### src/rtl/mem_arbiter.sv
// mem_arbiter: two-requester arbiter in front of a single memory port.
// m0 = core, m1 = debug/DMA. One transaction in flight at a time:
// IDLE grants, BUSY drives the memory, RESP returns the completion.
// Optional feature macro: ARB_RR_EN (round-robin tie break; default is
// fixed priority with port 0 winning ties).
module mem_arbiter #(
  parameter int unsigned ADDR_W      = 32,
  parameter int unsigned DATA_W      = 32,
  parameter int unsigned TIMEOUT_CYC = 255
) (
  input  logic                clk,
  input  logic                reset,
  input  logic                m0_req,
  input  logic                m0_we,
  input  logic [ADDR_W-1:0]   m0_addr,
  input  logic [DATA_W-1:0]   m0_wdata,
  input  logic [DATA_W/8-1:0] m0_wstrb,
  output logic                m0_gnt,
  output logic                m0_rvalid,
  output logic [DATA_W-1:0]   m0_rdata,
  output logic                m0_err,
  input  logic                m1_req,
  input  logic                m1_we,
  input  logic [ADDR_W-1:0]   m1_addr,
  input  logic [DATA_W-1:0]   m1_wdata,
  input  logic [DATA_W/8-1:0] m1_wstrb,
  output logic                m1_gnt,
  output logic                m1_rvalid,
  output logic [DATA_W-1:0]   m1_rdata,
  output logic                m1_err,
  output logic                mem_req,
  output logic                mem_we,
  output logic [ADDR_W-1:0]   mem_addr,
  output logic [DATA_W-1:0]   mem_wdata,
  output logic [DATA_W/8-1:0] mem_wstrb,
  input  logic                mem_ack,
  input  logic [DATA_W-1:0]   mem_rdata
);

  typedef enum logic [1:0] {IDLE, BUSY, RESP} state_t;

  localparam logic [15:0] CNT_LAST = 16'(TIMEOUT_CYC - 1);

  state_t              state, state_nxt;
  logic                port_q;     // 0 = m0 owns the transaction, 1 = m1
  logic [15:0]         cnt;
  logic [DATA_W-1:0]   rdata_q;
  logic                err_q;
  logic                any_req;
  logic                winner;

  assign any_req = m0_req | m1_req;

`ifdef ARB_RR_EN
  logic prefer_m1;

  // Round-robin pointer: after each grant the other port is preferred on a tie.
  always_ff @(posedge clk or negedge reset) begin
    if (!reset)
      prefer_m1 <= 1'b0;
    else if (state == IDLE && any_req)
      prefer_m1 <= ~winner;
  end

  assign winner = m1_req & (~m0_req | prefer_m1);
`else
  assign winner = m1_req & ~m0_req;
`endif

  // State register.
  always_ff @(posedge clk or negedge reset) begin
    if (!reset)
      state <= IDLE;
    else
      state <= state_nxt;
  end

  // Next-state logic and combinational grant (grant is suppressed while in reset).
  always_comb begin
    state_nxt = state;
    m0_gnt    = 1'b0;
    m1_gnt    = 1'b0;
    case (state)
      IDLE: begin
        if (any_req && reset) begin
          m0_gnt    = ~winner;
          m1_gnt    = winner;
          state_nxt = BUSY;
        end
      end
      BUSY: begin
        if (mem_ack || cnt == CNT_LAST)
          state_nxt = RESP;
      end
      RESP:    state_nxt = IDLE;
      default: state_nxt = IDLE;
    endcase
  end

  // Transaction datapath: latch the winner's fields, count wait cycles, capture the result.
  always_ff @(posedge clk or negedge reset) begin
    if (!reset) begin
      port_q    <= 1'b0;
      cnt       <= '0;
      rdata_q   <= '0;
      err_q     <= 1'b0;
      mem_we    <= 1'b0;
      mem_addr  <= '0;
      mem_wdata <= '0;
      mem_wstrb <= '0;
    end else begin
      case (state)
        IDLE: begin
          if (any_req) begin
            port_q    <= winner;
            mem_we    <= winner ? m1_we    : m0_we;
            mem_addr  <= winner ? m1_addr  : m0_addr;
            mem_wdata <= winner ? m1_wdata : m0_wdata;
            mem_wstrb <= winner ? m1_wstrb : m0_wstrb;
            cnt       <= '0;
          end
        end
        BUSY: begin
          if (mem_ack) begin
            rdata_q <= mem_we ? '0 : mem_rdata;
            err_q   <= 1'b0;
          end else if (cnt == CNT_LAST) begin
            rdata_q <= '0;
            err_q   <= 1'b1;
          end else begin
            cnt <= cnt + 16'd1;
          end
        end
        default: ;
      endcase
    end
  end

  // Memory request and per-port completion outputs.
  always_comb begin
    mem_req   = (state == BUSY);
    m0_rvalid = (state == RESP) && !port_q;
    m1_rvalid = (state == RESP) &&  port_q;
    m0_rdata  = m0_rvalid ? rdata_q : '0;
    m1_rdata  = m1_rvalid ? rdata_q : '0;
    m0_err    = m0_rvalid & err_q;
    m1_err    = m1_rvalid & err_q;
  end

endmodule

### config.mk
export PLATFORM = sky130hd
export DESIGN_NAME = mem_arbiter
export DESIGN_NICKNAME = d
export VERILOG_FILES = /design/src/rtl/mem_arbiter.sv
export SDC_FILE = /design/constraint.sdc
export NUM_CORES = 1
export LEC_CHECK = 0
export CORE_AREA = 8 8 115 117
export DETAILED_ROUTE_END_ITERATION = 12
export DIE_AREA = 0 0 123 125
export DONT_BUFFER_PORTS = 1
export HOLD_SLACK_MARGIN = 0.1
export PLACE_DENSITY_LB_ADDON = 0.05
export SLEW_MARGIN = 10
export SYNTH_ARGS = -nofsm -noshare
export SYNTH_HDL_FRONTEND = slang
export SYNTH_SLANG_ARGS = --single-unit
### constraint.sdc
create_clock -name clk -period 1.9 [get_ports clk]
set_input_delay 0.38 -clock clk [delete_from_list [all_inputs] [get_ports clk]]
set_output_delay 0.38 -clock clk [all_outputs]
set_load 0.02 [all_outputs]
# == Word level (Yosys, flattened, before mapping) ==
# Index checks and enable logic that the tools add are counted.
# totals
latch_bits,0
n_memories,0
romBits,0
regBits,121
ramBits,0
# classes
n_div,0
n_bitwise,6
n_addsub,1
reduce_logical,12
multipliers,0
n_eq_ne,8
n_mux,22
n_lt_le_gt_ge,0
n_shift,0
# ops
op,count
$mux 32,7
$mux 16,3
$pmux 16 s2,1
$add 16x1->16 const B,1
$eq 16x8->1 const B,1
$ne 2x2->1 const B,4
$mux 1,7
$reduce_and 2->1,3
$mux 2,2
$mux 4,1
$pmux 2 s2,1
$reduce_and 4->1,1
$reduce_bool 2->1,2
$and 1x1->1,3
$logic_and 1x1->1,3
$eq 2x1->1 const B,1
$eq 2x2->1 const B,1
$logic_not 2->1,1
$ne 2x1->1 const B,1
$not 1->1,2
$logic_not 1->1,1
$logic_or 1x1->1,1
$or 1x1->1,1

# == Longest topological paths before layout ==
# Gate-level depths: netlist (run 1).
# depth
ltp_word,5
mapped_depth,8
mapped_depth_nobuf,6

# == Worst setup path after synthesis (run 1) ==
# No wires, ideal clock.
# synth_path
path_type,register to output
from,register state[0]
to,output port m1_gnt
t_required_ps,1520
slack_ps,5
stages_incl_launch_ff,5
t_arrival_ps,1515
n_path_buf,2
cell_sequence,dfrtp_1 > nor3b_1 > clkbuf_1 > clkbuf_1 > and3b_1
# synth_between
elab_chain_cells,2
# synth_rtl
element,line_no,text
start: declaration,44,"state_t state, state_nxt;"
start signal: assignment,75,state <= state_nxt;
$logic_not 2->1,83,case (state)
$mux 1,83,
end: declaration,27,"output logic m1_gnt,"
# Every way passes these cells.

# == Worst setup path in the final report (run 1) ==
# layout_path
from,register state[0]
to,output port m1_err
# layout_between
elab_chain_cells,3
# layout_rtl
element,line_no,text
$eq 2x2->1,143,m1_rvalid = (state == RESP) && port_q;
$logic_and 1x1->1,143,
$and 1x1->1,147,m1_err = m1_rvalid & err_q;
end: declaration,30,"output logic m1_err,"
# Every way passes these cells.

==> results of run 1 <==
==> metal layers <==
layer | part of all wire, % | global-route usage (%)
met1 | 37 | 28.4
met2 | 51 | 42.5
met3 | 9.3 | 9.77
met4 | 2.6 | 9.64
met5 | 0 | 0
==> power by group through the flow <==
| stage | sequential [mW] | clock (mW) | combinational [mW] |
|---|---|---|---|
| after floorplan | 4.41 | 0 | 1.36 |
| after global placement | 4.73 | 0 | 1.71 |
| after detailed placement | 4.73 | 0 | 1.80 |
| after CTS | 4.73 | 3.39 | 1.99 |
| after global routing | 4.80 | 3.50 | 2.22 |
| final | 4.72 | 3.33 | 2.01 |
==> cell usage in the layout (no fill, tap or decap), types with 3 or more instances in the layout <==
cell type	count
dfrtp_1	119
nand2_1	81
nor2_1	65
a21oi_1	64
o21ai_0	47
and2_4	38
a22o_1	32
dlygate4sd3_1	31
and2_2	29
o21ai_1	27
buf_4	27
clkbuf_16	17
nor3_1	10
mux2i_1	9
buf_12	9
nand3_1	7
a221o_1	5
o22a_1	5
clkbuf_8	5
nand4_1	4
inv_1	3
nor4_1	3
clkbuf_1	3
clkinv_2	3
bufinv_16	3
==> stage by stage <==
step	hold slack [ns]	setup slack [ns]	utilization, %
2_1_floorplan	0.0844	0.00524	-
3_3_place_gp	0.0898	0.0952	53.7
3_5_place_dp	0.0900	0.00317	53.7
4_1_cts	-0.361	-0.0770	64.1
5_1_grt	-0.359	-0.112	64.5
6_report	-0.340	-0.0570	64.5
==> kinds of logic after synthesis <==
| logic type | after synthesis | share of synthesized area [%] |
|---|---|---|
| muxes | 11 | 1.89 |
| adders and majority gates | 2 | 0.421 |
| buffers and inverters | 54 | 4.46 |
| and+or+nand+nor | 266 | 22.2 |
| AOI/OAI and AO/OA | 194 | 20.1 |
| DFF | 121 | 50.9 |
==> cell type report <==
| type | count | share of cell area [%] |
|---|---|---|
| repair buffers | 70 | 10.2 |
| flip-flops and latches | 121 | 40.4 |
| multi-input cells | 473 | 38.5 |
| well taps | 147 | 2.45 |
| clock inverters | 7 | 1.50 |
| clock buffers | 25 | 6.74 |
| inverters | 4 | 0.200 |
==> flip-flops by register name, summed over array words and instances, names as in the netlist <==
| signal | flops |
|---|---|
| rdata_q | 32 |
| mem_addr | 32 |
| mem_wstrb | 4 |
| err_q | 1 |
| state | 2 |
| port_q | 1 |
| mem_wdata | 32 |
| mem_we | 1 |
| cnt | 16 |
==> worst max-delay path, stage by stage (launching register included) <==
cell and delay (ns):
dfrtp_2 0.42, and3b_2 0.30, buf_12 0.13, buf_16 0.12, and2_4 0.18
==> worst max path at each step <==
stage                               from                   to  depth (start not counted)
global placement      cnt[0]$_DFFE_PN0P_  cnt[15]$_DFFE_PN0P_                          7
global route        state[0]$_DFFE_PN0P_          m1_rdata[1]                          4
floorplan           state[0]$_DFFE_PN0P_               m1_gnt                          4
CTS                 state[0]$_DFFE_PN0P_               m1_err                          4
detailed placement    cnt[0]$_DFFE_PN0P_  cnt[15]$_DFFE_PN0P_                          7
finish              state[0]$_DFFE_PN0P_               m1_err                          4
==> repair_timing <==
item | in CTS | in global routing
pin swaps | 19 | 4
gates resized for setup | 114 | 12
endpoints found under the setup margin | 69 | 116
endpoints found under the hold margin | 152 | 121
setup buffers | 5 | 0
cloned | 2 | 0
==> flow_summary.yaml, run 1 <==
power:
  sw_frac_of_total_pct: 34.9
  seq_power_share_pct: 46.9
  p_leak_nw: 3.30
  p_comb_share_pct: 20.0
  p_per_area_mw_per_mm2: 1340
  worst_ir_drop_vdd_uv: 808
  power.internal_mw: 6.54
  clockPowerShare_pct: 33.1
  switchingPower_mw: 3.52
  total_power_mw: 10.1
placement:
  dpl.cell_count: 777
  dp_hpwl_mm: 13.7
  place_area_sq_mm: 0.00624
  gp_congestion: 0.905
  port_buffers: 0
die:
  die_x_um: 123
  ioPinCount: 315
  core_sq_mm: 0.0116
  std_cell_rows: 40
  die_h_um: 125
  die_area_sq_mm: 0.0154
  start_util_pct: 51.2
detailed_routing:
  drt-wirelength-per-cell_um: 23.1
  drt-vias-per-instance: 5.98
  antenna_left: 0
  vias: 5067
  drt_iter0_markers: 335
  dr.pass1.iters: 7
  drt_wl_total_mm: 19.6
  drcViolationCount: 0
synthesis:
  synth-edff-count: 0
  synth_top_cell_by_area: "dfrtp_1"
  synthMostInstantiatedCell: "dfrtp_1"
  synthTopCellsByArea: "dfrtp_1, and2_1, a21oi_1, nand2_1, a22o_1"
  synthArstFlopShare_pct: 100
  ys_ff_latch: 121
  synth_warnings: 0
  syn_avg_cell_area_sq_um: 9.18
  yosys.cell_types.count: 47
  synth_cells: 648
  synth_nets: 825
  synth_top_area_share_pct: 50.9
  yosys-top-cells-count: "dfrtp_1, nand2_1, and2_1"
  ys_seq_area_share_pct: 50.9
  synth_ff_type: "dfrtp_1"
  synth_area_sq_mm: 0.00595
global_routing:
  grt_pass1_wl_mm: 30.2
  grt_max_degree: 125
  grtUsageTotal_pct: 25.3
  grt_overflow: 0
  grt_antenna_before_repair: 0
  grt_pass1_vias: 5271
clocking:
  hold_buffers: 31
  clock-sinks: 121
  cts_made_buffers: 17
  clk_pin_slew_ns: 0.06
  cts-htree-levels: 4
  cts.path.max_buffers: 2
  clk_latency_ns: 0.42
  cts_tree: "yes"
  root_buffer: "clkbuf_16"
timing:
  tns_ns: -1.02
  tightest_slew_ns: 0.429
  slew_headroom_pct: 71.3
  period_needed_ns: 1.96
  rsz0062_at_grt: "true"
  hold_viol_final: 121
  report.final.setup_viol: 45
  setup_ws_ns: -0.0570
  fin_hold_ws_ns: -0.340
  maxSlewViolCount: 0
  period_share_pct: 103
  skew_ns: 0.00824
  fmax_mhz: 511
critical_path:
  rr_worst_depth: 6
  critical_path_class: "register to primary output"
  cp_max_fo: 8
  r2r_start: "cnt[1]$_DFFE_PN0P_"
  r2r-end: "cnt[15]$_DFFE_PN0P_"
  critPathLaunchType: "register"
  cp.required_ns: 1.52
  ff2ff_setup_slack_ns: 0.06
  endpoint_kind: "primary output"
  critical_path_arrival_ns: 1.58
hold_path:
  hold_class: "primary input to asynchronous set/reset pin"
layout:
  area_growth_pct: 26.1
  nFillCells: 965
  antenna_cells: 0
  fin_cells: 847
  finalNetCount: 864
  drive_gt1_share_pct: 23.4
  regArea_sq_mm: 0.00303
  fin_area_sq_mm: 0.00749
  multiInputGateArea_sq_mm: 0.00288
run_status:
  status: "finished, violations left"
  violations: "hold timing, setup timing"
run:
  cap_violations: 0
Note: power is estimated with default switching activity, not from simulation.
==> inputs of run 2 (changes only) <==
--- a/config.mk
+++ b/config.mk
@@ -5,6 +5,7 @@
 export SDC_FILE = /design/constraint.sdc
 export NUM_CORES = 1
 export LEC_CHECK = 0
+export CAP_MARGIN = 20
 export CORE_AREA = 8 8 115 117
 export DETAILED_ROUTE_END_ITERATION = 12
 export DIE_AREA = 0 0 123 125
==> results of run 2 <==
Final layout, timing and power as in run 1 (identical DEF).
==> inputs of run 3 (changes only) <==
--- a/config.mk
+++ b/config.mk
@@ -10,6 +10,7 @@
 export DETAILED_ROUTE_END_ITERATION = 12
 export DIE_AREA = 0 0 123 125
 export DONT_BUFFER_PORTS = 1
+export GPL_TIMING_DRIVEN = 0
 export HOLD_SLACK_MARGIN = 0.1
 export PLACE_DENSITY_LB_ADDON = 0.05
 export SLEW_MARGIN = 10
==> run 3 against run 2 <==
  * Count of clock-buffer cells in the layout is the same
  * Critical path depth fell by 1
  * Sequential power is 1% higher
  * Global-route usage rose by 1.5 points
  * First-iteration DRC count rose by 13%
  * Routed wire length is 7.1% higher
  * Sequential share of layout area increased by 0.057 points
  * Clock skew increased by 0.0052 ns
  * Via count is 2.9% higher
  * Critical path type unchanged
  * The run still ends with hold timing, setup timing left
  * Cell area about the same
==> flow_summary.yaml, run 3 (synthesis results as in run 1) <==
run_status:
  status: "finished, violations left"
  violations: "hold timing, setup timing"
placement:
  gp_congestion: 0.893
  port_buffers: 0
  dp_hpwl_mm: 14.8
global_routing:
  grt_pass1_wl_mm: 31.9
  grt_overflow: 0
  grtUsageTotal_pct: 26.9
  grt_antenna_before_repair: 0
  grt_max_degree: 125
  grt_pass1_vias: 5453
timing:
  period_share_pct: 107
  maxSlewViolCount: 0
  setup_ws_ns: -0.129
  slew_headroom_pct: 54.5
  rsz0062_at_grt: "true"
  skew_ns: 0.0134
  period_needed_ns: 2.03
  report.final.setup_viol: 60
  fmax_mhz: 493
  hold_viol_final: 121
  fin_hold_ws_ns: -0.339
  tightest_slew_ns: 0.682
  tns_ns: -4.94
clocking:
  cts.path.max_buffers: 2
  clock-sinks: 121
  cts_made_buffers: 17
  clk_latency_ns: 0.41
  root_buffer: "clkbuf_16"
  clk_pin_slew_ns: 0.06
  cts_tree: "yes"
  cts-htree-levels: 4
die:
  std_cell_rows: 40
  ioPinCount: 315
  core_sq_mm: 0.0116
  die_area_sq_mm: 0.0154
  start_util_pct: 51.2
  die_h_um: 125
  die_x_um: 123
detailed_routing:
  drt_iter0_markers: 377
  drt-vias-per-instance: 6.04
  antenna_left: 0
  dr.pass1.iters: 7
  drt_wl_total_mm: 20.9
  vias: 5215
  drcViolationCount: 0
  drt-wirelength-per-cell_um: 24.2
critical_path:
  cp_max_fo: 7
  critical_path_arrival_ns: 1.65
  endpoint_kind: "primary output"
  critPathLaunchType: "register"
  cp.required_ns: 1.52
  critical_path_class: "register to primary output"
power:
  p_leak_nw: 3.33
  total_power_mw: 10.3
  worst_ir_drop_vdd_uv: 741
  p_per_area_mw_per_mm2: 1380
layout:
  nFillCells: 962
  regArea_sq_mm: 0.00303
  finalNetCount: 881
  reg_top3: "mem_addr (32), mem_wdata (32), rdata_q (32)"
  final_common_cell: "dfrtp_1"
  area_growth_pct: 26.0
  final_cell_mix: "dfrtp_1, nand2_1, nor2_1"
  drive_gt1_share_pct: 25.0
  antenna_cells: 0
  multiInputGateArea_sq_mm: 0.00289
run:
  cap_violations: 0
hold_path:
  hold_class: "primary input to asynchronous set/reset pin"
## run 3: routing by layer
layer  GRT usage [%]  part of all wire, %
met3            10.2                  9.8
met5               0                    0
met2            45.4                   52
met1            29.9                   36
met4            10.2                  2.7
## run 3: path summary, 6_finish.rpt
path,startpoint,end,slack [ns],cells after the start
max,state[0]$_DFFE_PN0P_,m1_rdata[23],-0.13,3
min,reset,cnt[3]$_DFFE_PN0P_,-0.34,0
max reg2reg,cnt[0]$_DFFE_PN0P_,cnt[12]$_DFFE_PN0P_,0.05,6
min reg2reg,rdata_q[12]$_DFFE_PN0P_,rdata_q[12]$_DFFE_PN0P_,0.54,1
max in group asynchronous,reset,mem_wdata[2]$_DFFE_PN0P_,2.03,0
min in group clk,mem_rdata[13],rdata_q[13]$_DFFE_PN0P_,0.12,1
## run 3: layout make-up
cell class,instances,area share [%]
flip-flops and latches,121,40.5
multi-input cells,474,38.6
clock buffers,25,6.48
repair buffers,39,4.83
plain buffers,47,4.76
well taps,147,2.45
clock inverters,7,2.17
inverters,4,0.200
## run 3: critical path, cell delays in order (launching register included)
cell and delay (ns):
dfrtp_2 0.46, and3b_2 0.38, clkbuf_8 0.22, and2_4 0.19
## run 3: power by group
part           internal (mW)  switching (mW)
logic                  0.935            1.08
clock network           2.43            1.10
registers               3.38            1.39
## run 3: timing repair
action,CTS,global route
cloned,5,1
buffers inserted,10,7
pin swaps,10,6
resized for setup,169,56
hold buffers,15,2
endpoints found under the setup margin,166,156
endpoints found under the hold margin,136,123
## run 3: stage by stage
step	std cells	setup WS [ns]	hold slack [ns]	util (%)	cell area, sq um
5_1_grt	864	-0.176	-0.355	64.5	7490
6_report	864	-0.129	-0.339	64.5	7490
3_5_place_dp	795	-0.647	0.0897	52.8	6130
2_1_floorplan	648	0.00524	0.0844	-	5950
3_3_place_gp	795	-0.613	0.0893	52.8	6130
4_1_cts	857	-0.152	-0.346	63.5	7370
